==> src/rtl/pipeline_hazard_ctrl_pkg.sv <==
// pipeline_hazard_ctrl_pkg: shared types and helpers for the pipeline hazard controller
//   fwd_sel_e      : operand source for the EX instruction (regfile, EX/MEM, MEM/WB)
//   hazard_state_e : controller state (run, waiting on data memory, halted on timeout)
//   stage_tag_t    : per-stage destination tracking {valid, rd, wen, is_load}
package pipeline_hazard_ctrl_pkg;

    typedef enum logic [1:0] {
        FWD_RF    = 2'b00,
        FWD_EXMEM = 2'b01,
        FWD_MEMWB = 2'b10
    } fwd_sel_e;

    typedef enum logic [1:0] {
        ST_RUN,
        ST_MEM_WAIT,
        ST_HALT
    } hazard_state_e;

    typedef struct packed {
        logic       valid;
        logic [4:0] rd;
        logic       wen;
        logic       is_load;
    } stage_tag_t;

    localparam stage_tag_t TAG_NONE = '0;

    function automatic logic tag_hit(input stage_tag_t t, input logic [4:0] rs);
        return t.valid && t.wen && t.rd == rs;
    endfunction

    // Nearest producer wins; a source the instruction does not read keeps the regfile path.
    function automatic fwd_sel_e fwd_pick(input logic used, input logic [4:0] rs,
                                          input stage_tag_t ex, input stage_tag_t mem);
        return !used ? FWD_RF : tag_hit(ex, rs) ? FWD_EXMEM : tag_hit(mem, rs) ? FWD_MEMWB : FWD_RF;
    endfunction

endpackage

==> src/rtl/pipeline_hazard_ctrl_scoreboard.sv <==
// pipeline_hazard_ctrl_scoreboard: EX/MEM/WB destination-tag shift register
//   clk_i, rst_i  : clock, synchronous active-high reset (all tags invalid)
//   hold_i        : freeze every tag (memory wait / halt)
//   bubble_i      : load an invalid tag into EX instead of the ID tag
//   id_tag_i      : tag of the instruction leaving ID
//   ex_tag_o, mem_tag_o, wb_tag_o : tags of the instructions in EX, MEM, WB
module pipeline_hazard_ctrl_scoreboard
    import pipeline_hazard_ctrl_pkg::*;
(
    input  logic       clk_i,
    input  logic       rst_i,
    input  logic       hold_i,
    input  logic       bubble_i,
    input  stage_tag_t id_tag_i,
    output stage_tag_t ex_tag_o,
    output stage_tag_t mem_tag_o,
    output stage_tag_t wb_tag_o
);

    always_ff @(posedge clk_i) begin
        if (rst_i) begin
            ex_tag_o  <= TAG_NONE;
            mem_tag_o <= TAG_NONE;
            wb_tag_o  <= TAG_NONE;
        end else if (!hold_i) begin
            ex_tag_o  <= bubble_i ? TAG_NONE : id_tag_i;
            mem_tag_o <= ex_tag_o;
            wb_tag_o  <= mem_tag_o;
        end
    end

endmodule

==> src/rtl/pipeline_hazard_ctrl.sv <==
// pipeline_hazard_ctrl: stall/flush/forwarding control for a 5-stage RV32I pipeline
//   clk_i, rst_i                 : clock, synchronous active-high reset
//   id_*                         : decoded fields of the instruction in ID
//   ex_next_pc_ena_i             : EX redirects the PC
//   mem_busy_i                   : data memory cannot complete this cycle
//   if/id/ex/mem_stall_o         : per-stage hold enables
//   id_flush_o, ex_flush_o       : bubble IF/ID, ID/EX
//   fwd_rs1_sel_o, fwd_rs2_sel_o : registered operand selects for EX (fwd_sel_e encoding)
//   mem_timeout_o                : sticky, memory wait reached MEM_TIMEOUT cycles
//   stall_cnt_o, flush_cnt_o     : saturating stall-cycle and redirect counters
module pipeline_hazard_ctrl
    import pipeline_hazard_ctrl_pkg::*;
#(
    parameter int MEM_TIMEOUT = 256,
    parameter int CNT_W       = 32
) (
    input  logic             clk_i,
    input  logic             rst_i,
    input  logic             id_valid_i,
    input  logic [4:0]       id_rs1_addr_i,
    input  logic [4:0]       id_rs2_addr_i,
    input  logic             id_rs1_used_i,
    input  logic             id_rs2_used_i,
    input  logic [4:0]       id_rd_addr_i,
    input  logic             id_rd_wrt_ena_i,
    input  logic             id_is_load_i,
    input  logic             ex_next_pc_ena_i,
    input  logic             mem_busy_i,
    output logic             if_stall_o,
    output logic             id_stall_o,
    output logic             ex_stall_o,
    output logic             mem_stall_o,
    output logic             id_flush_o,
    output logic             ex_flush_o,
    output logic [1:0]       fwd_rs1_sel_o,
    output logic [1:0]       fwd_rs2_sel_o,
    output logic             mem_timeout_o,
    output logic [CNT_W-1:0] stall_cnt_o,
    output logic [CNT_W-1:0] flush_cnt_o
);

    localparam int BW = MEM_TIMEOUT > 2 ? $clog2(MEM_TIMEOUT) : 1;
    localparam logic [BW-1:0] BUSY_TOP = BW'(MEM_TIMEOUT - 1);

    hazard_state_e state, state_nxt;
    logic [BW-1:0] busy_cnt;
    stage_tag_t    id_tag, ex_tag, mem_tag, wb_tag;
    fwd_sel_e      fwd1, fwd2;
    logic          frozen, redirect, load_use, bubble;
    logic          unused_tags;

    // x0 is never a real destination, so it can neither forward nor cause a load-use stall.
    assign id_tag = '{valid:   id_valid_i,
                      rd:      id_rd_addr_i,
                      wen:     id_valid_i && id_rd_wrt_ena_i && id_rd_addr_i != 5'd0,
                      is_load: id_is_load_i};

    // WB tags only retire; the regfile write-back covers them.
    assign unused_tags = ^{wb_tag, mem_tag.is_load};

    // A MEM_WAIT cycle with mem_busy_i low is the release cycle and already behaves as RUN,
    // so a redirect held in the frozen EX stage is taken on that first non-busy cycle.
    always_comb begin
        frozen   = state == ST_HALT || mem_busy_i;
        redirect = !rst_i && !frozen && ex_next_pc_ena_i;
        load_use = !rst_i && !frozen && !ex_next_pc_ena_i && id_valid_i &&
                   ex_tag.valid && ex_tag.is_load && ex_tag.wen &&
                   ((id_rs1_used_i && id_rs1_addr_i == ex_tag.rd) ||
                    (id_rs2_used_i && id_rs2_addr_i == ex_tag.rd));
        bubble   = redirect || load_use;
    end

    always_ff @(posedge clk_i) begin
        state <= rst_i ? ST_RUN : state_nxt;
    end

    always_comb begin
        state_nxt = state == ST_HALT ? ST_HALT :
                    !mem_busy_i      ? ST_RUN  :
                    busy_cnt == BUSY_TOP ? ST_HALT : ST_MEM_WAIT;
    end

    always_comb begin
        if_stall_o    = !rst_i && (frozen || load_use);
        id_stall_o    = !rst_i && (frozen || load_use);
        ex_stall_o    = !rst_i && frozen;
        mem_stall_o   = !rst_i && frozen;
        id_flush_o    = rst_i || redirect;
        ex_flush_o    = rst_i || bubble;
        mem_timeout_o = state == ST_HALT;
        fwd_rs1_sel_o = fwd1;
        fwd_rs2_sel_o = fwd2;
    end

    always_ff @(posedge clk_i) begin
        if (rst_i) begin
            busy_cnt    <= '0;
            fwd1        <= FWD_RF;
            fwd2        <= FWD_RF;
            stall_cnt_o <= '0;
            flush_cnt_o <= '0;
        end else begin
            busy_cnt    <= !mem_busy_i ? '0 : busy_cnt == BUSY_TOP ? busy_cnt : busy_cnt + 1'b1;
            stall_cnt_o <= stall_cnt_o + CNT_W'(if_stall_o && !(&stall_cnt_o));
            flush_cnt_o <= flush_cnt_o + CNT_W'(redirect && !(&flush_cnt_o));
            if (!frozen) begin
                fwd1 <= bubble ? FWD_RF : fwd_pick(id_rs1_used_i, id_rs1_addr_i, ex_tag, mem_tag);
                fwd2 <= bubble ? FWD_RF : fwd_pick(id_rs2_used_i, id_rs2_addr_i, ex_tag, mem_tag);
            end
        end
    end

    pipeline_hazard_ctrl_scoreboard u_sb (
        .clk_i     (clk_i),
        .rst_i     (rst_i),
        .hold_i    (frozen),
        .bubble_i  (bubble),
        .id_tag_i  (id_tag),
        .ex_tag_o  (ex_tag),
        .mem_tag_o (mem_tag),
        .wb_tag_o  (wb_tag)
    );

endmodule

==> config.mk <==
export PLATFORM = sky130hd
export DESIGN_NAME = pipeline_hazard_ctrl
export DESIGN_NICKNAME = d
export VERILOG_FILES = /design/src/rtl/pipeline_hazard_ctrl_pkg.sv /design/src/rtl/pipeline_hazard_ctrl_scoreboard.sv /design/src/rtl/pipeline_hazard_ctrl.sv
export SDC_FILE = /design/constraint.sdc
export NUM_CORES = 1
export LEC_CHECK = 0
export CORE_MARGIN = 8
export CORE_UTILIZATION = 25
export DETAILED_ROUTE_END_ITERATION = 10
export DONT_BUFFER_PORTS = 1
export GPL_TIMING_DRIVEN = 0
export PLACE_DENSITY_LB_ADDON = 0.12
export SYNTH_ARGS = -nofsm -noshare
export SYNTH_HDL_FRONTEND = slang
export SYNTH_SLANG_ARGS = --single-unit
export TNS_END_PERCENT = 100
==> constraint.sdc <==
create_clock -name clk_i -period 7 [get_ports clk_i]
set_clock_uncertainty 0.2 [all_clocks]
set_input_delay 1.05 -clock clk_i [delete_from_list [all_inputs] [get_ports clk_i]]
set_output_delay 1.05 -clock clk_i [all_outputs]
set_load 0.05 [all_outputs]
==> results.ini, run 1 <==
[yosys]
syn_nets = 508
yosys_warnings = 0
synthCells = 479
synth_area_leaders = dfxtp_1 43%, xnor2_1 9.6%, xor2_1 5.7%, nor2_1 5.6%, nand3_1 3.4%
syn_area_per_cell_um2 = 9.00
synth_top_area_cell = dfxtp_1
ys_types = 39
yosys_register_bits = 93
synth-seq-area-share_pct = 43.2
synth_top_area_share_pct = 43.2
synth_area_um2 = 4310

[routing]
vias = 3444
dr.pass1.iters = 4
detail-route-antenna-nets = 0
wl_mm = 11.8
wl_per_cell_um = 16.4
drc = 0
dr.first_iter.drc_count = 212
post_drt_via_cell_ratio = 4.78

[layout]
synthToLayoutAreaGrowth_pct = 13.9
layout_common_cells = 93 x dfxtp_1, 64 x nor2_1, 47 x xnor2_1
nNetsFinal = 519
antenna-diode-count = 0
final_common_cell = dfxtp_1
multiInputGateArea_um2 = 2300
fill_cells = 1826
final-seq-area_um2 = 1860
drive_gt1_share_pct = 6.87

[power_and_ir_drop]
leakage_nw = 1.61
peakVddDrop_v = 0.000119
seqPwrFrac_pct = 49.0
power.density_nw_per_um2 = 225
comb_power_share_pct = 3.7
pwr-share-clk_pct = 47.3
switching_share_pct = 21.3
p_sw_uw = 236
p_int_uw = 871

[status]
status = completed

[global_route]
grt_pass1_vias = 3327
grt_use_total_pct = 10.9
grt_pass1_wl_mm = 18.7
antenna_found_initial = 0
grt_remaining_overflow = 0
grt_max_degree = 15

[worst_setup_path]
cpMostUsedCell = nand2b_1
crit_type = reg2out
rr_endpoint = flush_cnt_o[14]$_SDFF_PP0_
reg2regPathDepth = 12
r2r_slack_ns = 3.02
crit_slowest_cell = nor3_1
end_kind = output port
crit_path_start_kind = flip-flop
max_stage_delay_ns = 0.87
worstPathArrival_ns = 3.28
crit_required_ns = 5.75
crit_path_cell_trace = nor2b_1 -> clkbuf_1 -> nor3_1 -> nand2_1 -> nand2b_1 -> nand2b_1
critPathMaxFanout = 8
reg2reg_from = state[1]$_SDFF_PP0_

[worst_hold_path]
whs_path_depth = 1
worstHoldStart = u_sb.ex_tag_o[0]$_SDFFE_PP0N_
hold_end = u_sb.ex_tag_o[0]$_SDFFE_PP0N_
hold_path_class = reg2reg

[placement]
gp_congestion = 0.801
io_buffers = 0
dp_hpwl_mm = 8.93

[floorplanning]
die_area_um2 = 21700
ios = 99
start_util_pct = 25.3
rows = 48
die-width_um = 147
die_h_um = 147
core_um2 = 17100

[sta]
post-route-period-util_pct = 64.8
hold_viol = 0
fmax_ghz = 0.221
rsz0062_at_grt = false
maxSlewViolCount = 0
whs_ns = 0.275
worst_slew_pin_slew_ns = 0.953
min_period_ns = 4.53
tns_ns = 0
setup_viol = 0
maxSlewHeadroom_pct = 36.0

[cts]
cts_buffers = 9
ctsHoldBuffers = 0
clk_latency_ns = 0.34
root_buffer = clkbuf_16
cts.path.max_buffers = 2
postCtsSetupBuffers = 0
cts_sinks = 93
cts_tree = done
path_clk_slew_ns = 0.06
cts-resized-gates = 0
cts-htree-levels = 3

[flow_run]
max_cap_violations = 0

==> worst max path at each step <==
stage	from	depth (start not counted)	slack, ns	to
after detailed placement	mem_busy_i	4	2.61	ex_flush_o
final	state[1]$_SDFF_PP0_	6	2.47	ex_flush_o
after CTS	state[1]$_SDFF_PP0_	6	2.41	ex_flush_o
after global routing	state[1]$_SDFF_PP0_	6	2.25	ex_flush_o
after floorplan	mem_busy_i	4	3.14	ex_flush_o
after global placement	mem_busy_i	4	2.58	ex_flush_o
==> flip-flops by register name, indices dropped and copies added (netlist names) <==
signal,flops
fwd_rs2_sel_o,2
fwd_rs1_sel_o,2
busy_cnt,8
state,2
u_sb.mem_tag_o,7
stall_cnt_o,32
flush_cnt_o,32
u_sb.ex_tag_o,8
==> power groups by stage <==
stage	combinational [mW]	clock [mW]	sequential, mW
global route	0.0453	0.573	0.543
finish	0.0409	0.523	0.543
global placement	0.0414	0	0.555
CTS	0.0417	0.552	0.543
floorplan	0.0325	0	0.553
detailed placement	0.0414	0	0.555
==> worst max-delay path, delay by kind of cell (launching register included) <==
kind	cells	cell delay, ns
and+or+nand+nor	5	2.28
buffers and inverters	1	0.38
DFF	1	0.29
==> cell families (layout without fill, tap and decap cells) <==
family / Yosys count / in the layout / share of synthesized area, %
simple gates: 227 / 227 / 28.5
flops: 93 / 93 / 43.2
xor+xnor: 75 / 75 / 15.2
compound gates: 46 / 46 / 7.84
buf+inv: 32 / 48 / 3.51
fa+ha+maj: 5 / 5 / 1.45
mux: 1 / 1 / 0.261
==> synthesized netlist by cell type <==
cell       count
or3_1          8
and2_0         1
nor2_1        64
nand2b_1       3
buf_4          3
clkbuf_1      10
nand2_1       26
xor2_1        28
a31oi_1        2
o21bai_2       1
or3_4          1
nor2b_1        6
nand4_2        2
and3_1        10
o21ai_0        8
a22o_1         9
o31a_1         1
a2111oi_0      1
a21oi_1       12
nand4_4        1
nor4_2         5
mux2_2         1
ha_1           5
and4_1        13
buf_2          4
inv_1         11
nand4_1       17
nor3_1        21
o311a_1        1
dfxtp_1       93
or2_2          1
a211oi_1       1
buf_6          2
a32o_1        10
nor4_1        17
nand3_1       29
xnor2_1       47
and2_1         2
buf_1          2
==> final cells by class <==
cell class	count	share of cell area, %
sequential	93	37.9
buffer	21	2.24
tap	225	5.73
clock inverter	3	1.40
inverter	11	0.841
multi-input combinational	354	46.8
clock buffer	13	5.10
==> metrics by stage <==
| step | std cells | total power, mW | worst slack, ns | utilization, % | area [µm²] |
|---|---|---|---|---|---|
| final | 720 | 1.11 | 2.47 | 28.8 | 4910 |
| after floorplan | 479 | 0.586 | 3.14 | - | 4310 |
| after detailed placement | 704 | 0.596 | 2.61 | 26.9 | 4590 |
| after CTS | 720 | 1.14 | 2.41 | 28.8 | 4910 |
| after global placement | 704 | 0.596 | 2.58 | 26.9 | 4590 |
| after global routing | 720 | 1.16 | 2.25 | 28.8 | 4910 |
==> routing by layer <==
metal	vias up	GRT usage, %	routed length, µm
met5	-	0	0
met4	0	5.71	261
met3	18	3.81	932
met2	79	17.0	5490
met1	1630	12.9	5160
li1	1717	-	-
No activity file was read; power rests on OpenSTA's default activity.
==> inputs of run 2 (changes only) <==
==> constraint.sdc (replaced) <==
create_clock -name clk_i -period 3.7 [get_ports clk_i]
set_clock_uncertainty 0.2 [all_clocks]
set_input_delay 0.555 -clock clk_i [delete_from_list [all_inputs] [get_ports clk_i]]
set_output_delay 0.555 -clock clk_i [all_outputs]
set_load 0.05 [all_outputs]
==> run 2 against run 1 <==
Against the previous run:
- die area unchanged
- combinational power grew 90%
- clock-buffer cell count did not move
- largest cell class unchanged
==> results.ini, run 2 (synthesized netlist as in run 1, its figures left out) <==
[cts]
cts_sinks = 93  ; unchanged
path_clk_slew_ns = 0.07  ; about the same
cts_tree = done
cts-resized-gates = 6  ; +6
cts-htree-levels = 3  ; unchanged
cts.path.max_buffers = 2  ; unchanged
postCtsSetupBuffers = 0  ; unchanged
root_buffer = clkbuf_16
ctsHoldBuffers = 0  ; unchanged
cts_buffers = 9  ; unchanged
clk_latency_ns = 0.34  ; about the same

[sta]
rsz0062_at_grt = false
post-route-period-util_pct = 93.5
fmax_ghz = 0.289
whs_ns = 0.173  ; -0.102 ns
worst_slew_pin_slew_ns = 0.770  ; -0.182 ns
maxSlewHeadroom_pct = 48.6  ; +13 points
hold_viol = 0  ; unchanged
min_period_ns = 3.46
setup_viol = 0  ; unchanged
maxSlewViolCount = 0  ; unchanged

[worst_setup_path]
crit_slowest_cell = dfxtp_1
critPathMaxFanout = 10  ; +2
crit_required_ns = 3.71  ; -2.04 ns
max_stage_delay_ns = 0.70  ; -0.17 ns
r2r_slack_ns = 0.24  ; -2.78 ns
end_kind = flip-flop
crit_path_cell_trace = and4_1 -> nand4_2 -> buf_4 -> nor3_1 -> a21oi_1 -> ha_1 -> ha_1 -> and3_1 -> clkbuf_1 -> and3_1 -> xnor2_1 -> nor2_1
worstPathArrival_ns = 3.47  ; +0.19 ns
crit_path_start_kind = flip-flop
crit_type = reg2reg

[layout]
reg.largest.list = flush_cnt_o (32), stall_cnt_o (32)
synthToLayoutAreaGrowth_pct = 15.1
nNetsFinal = 519  ; unchanged
final_cell_count_no_fill = 720  ; unchanged
layout_common_cells = 87 x dfxtp_1, 64 x nor2_1, 47 x xnor2_1
final_common_cell = dfxtp_1
antenna-diode-count = 0  ; unchanged
drive_gt1_share_pct = 9.70  ; +2.8 points

[global_route]
grt.busiest_layer = met2
gr-usage-met3_pct = 3.63  ; -0.18 points
grt_remaining_overflow = 0  ; unchanged
gr-usage-met1_pct = 13.1  ; +0.18 points
antenna_found_initial = 0  ; unchanged
grtUsageMet2_pct = 17.2  ; +0.18 points
grt_pass1_wl_mm = 18.8  ; +0.26%
grt_max_degree = 15  ; unchanged
grt_pass1_vias = 3321  ; -0.18%
grt_use_total_pct = 10.9  ; +0.032 points

[floorplanning]
die_area_um2 = 21700  ; unchanged
ios = 99  ; unchanged
rows = 48  ; unchanged
core_um2 = 17100  ; unchanged
die-width_um = 147  ; unchanged
start_util_pct = 25.3  ; unchanged
die_h_um = 147  ; unchanged

[routing]
wl_mm = 11.9  ; +0.18%
vias = 3411  ; -0.96%
drc = 0  ; unchanged
detail-route-antenna-nets = 0  ; unchanged
post_drt_via_cell_ratio = 4.74  ; -0.96%
dr.first_iter.drc_count = 179  ; -16%
wl_per_cell_um = 16.5  ; +0.18%
dr.pass1.iters = 6  ; +2

[power_and_ir_drop]
peakVddDrop_v = 0.000227  ; +90%
leakage_nw = 1.62  ; +0.35%
p_sw_uw = 446  ; +89%
switching_share_pct = 21.3  ; about the same
seqPwrFrac_pct = 49.0  ; about the same
p_int_mw = 1.65  ; +89%
comb_power_share_pct = 3.7  ; about the same
power.density_nw_per_um2 = 422  ; +87%
pwr-share-clk_pct = 47.3  ; about the same

[status]
status = completed

[worst_hold_path]
hold_path_class = in2reg

[placement]
gp_congestion = 0.801  ; unchanged
dp.cells = 704  ; unchanged
io_buffers = 0  ; unchanged
dp_hpwl_mm = 8.93  ; unchanged

[flow_run]
max_cap_violations = 0  ; unchanged

==> run 2: layer usage <==
layer | wire [µm] | vias up | part of all wire [%]
met5 | 0 | - | 0
met4 | 227 | 0 | 1.9
met3 | 832 | 12 | 7.0
met2 | 5500 | 67 | 46
met1 | 5310 | 1614 | 45
li1 | - | 1718 | -
==> run 2: path summary, 6_finish.rpt <==
kind,startpoint,end,cells after the start
setup / recovery,flush_cnt_o[10]$_SDFF_PP0_,flush_cnt_o[12]$_SDFF_PP0_,12
hold / removal,id_rd_addr_i[2],u_sb.ex_tag_o[4]$_SDFFE_PP0N_,1
setup reg to reg,flush_cnt_o[10]$_SDFF_PP0_,flush_cnt_o[12]$_SDFF_PP0_,12
hold reg to reg,u_sb.ex_tag_o[0]$_SDFFE_PP0N_,u_sb.ex_tag_o[0]$_SDFFE_PP0N_,1
==> run 2: through the flow <==
stage                     setup TNS (ns)  cell area [µm²]  power [mW]  util, %  worst slack (ns)
after floorplan                        0             4310        1.11        -             0.394
after global placement             -4.07             4590        1.13     26.9            -0.326
after detailed placement           -3.10             4590        1.13     26.9            -0.310
after CTS                              0             4940        2.15     28.9            0.0986
after global routing                   0             4960        2.20     29.1            0.0185
final                                  0             4960        2.09     29.1             0.239
==> run 2: power by group through the flow <==
stage | logic [mW] | clock network, mW | registers (mW)
2_1_floorplan | 0.0615 | 0 | 1.05
3_3_place_gp | 0.0784 | 0 | 1.05
3_5_place_dp | 0.0784 | 0 | 1.05
4_1_cts | 0.0795 | 1.04 | 1.03
5_1_grt | 0.0866 | 1.08 | 1.03
6_report | 0.0779 | 0.990 | 1.03
==> run 2: final cells by class <==
| type | count | area, µm² |
|---|---|---|
| Tap cell | 225 | 282 |
| Clock buffer | 13 | 250 |
| Buffer | 21 | 115 |
| Inverter | 11 | 41.3 |
| Multi-Input combinational cell | 354 | 2330 |
| Sequential cell | 93 | 1870 |
| Fill cell | 1823 | 12100 |
| Clock inverter | 3 | 68.8 |
==> run 2: worst max-delay path: cells and delay by family, from the launching register on <==
family                   cells  cell delay, ns
adder cells (fa/ha/maj)      2            0.44
AO/OA/AOI/OAI                1            0.09
AND/OR/NAND/NOR              6            1.26
buffers and inverters        2            0.52
XOR/XNOR                     1            0.12
flip-flops                   1            0.70
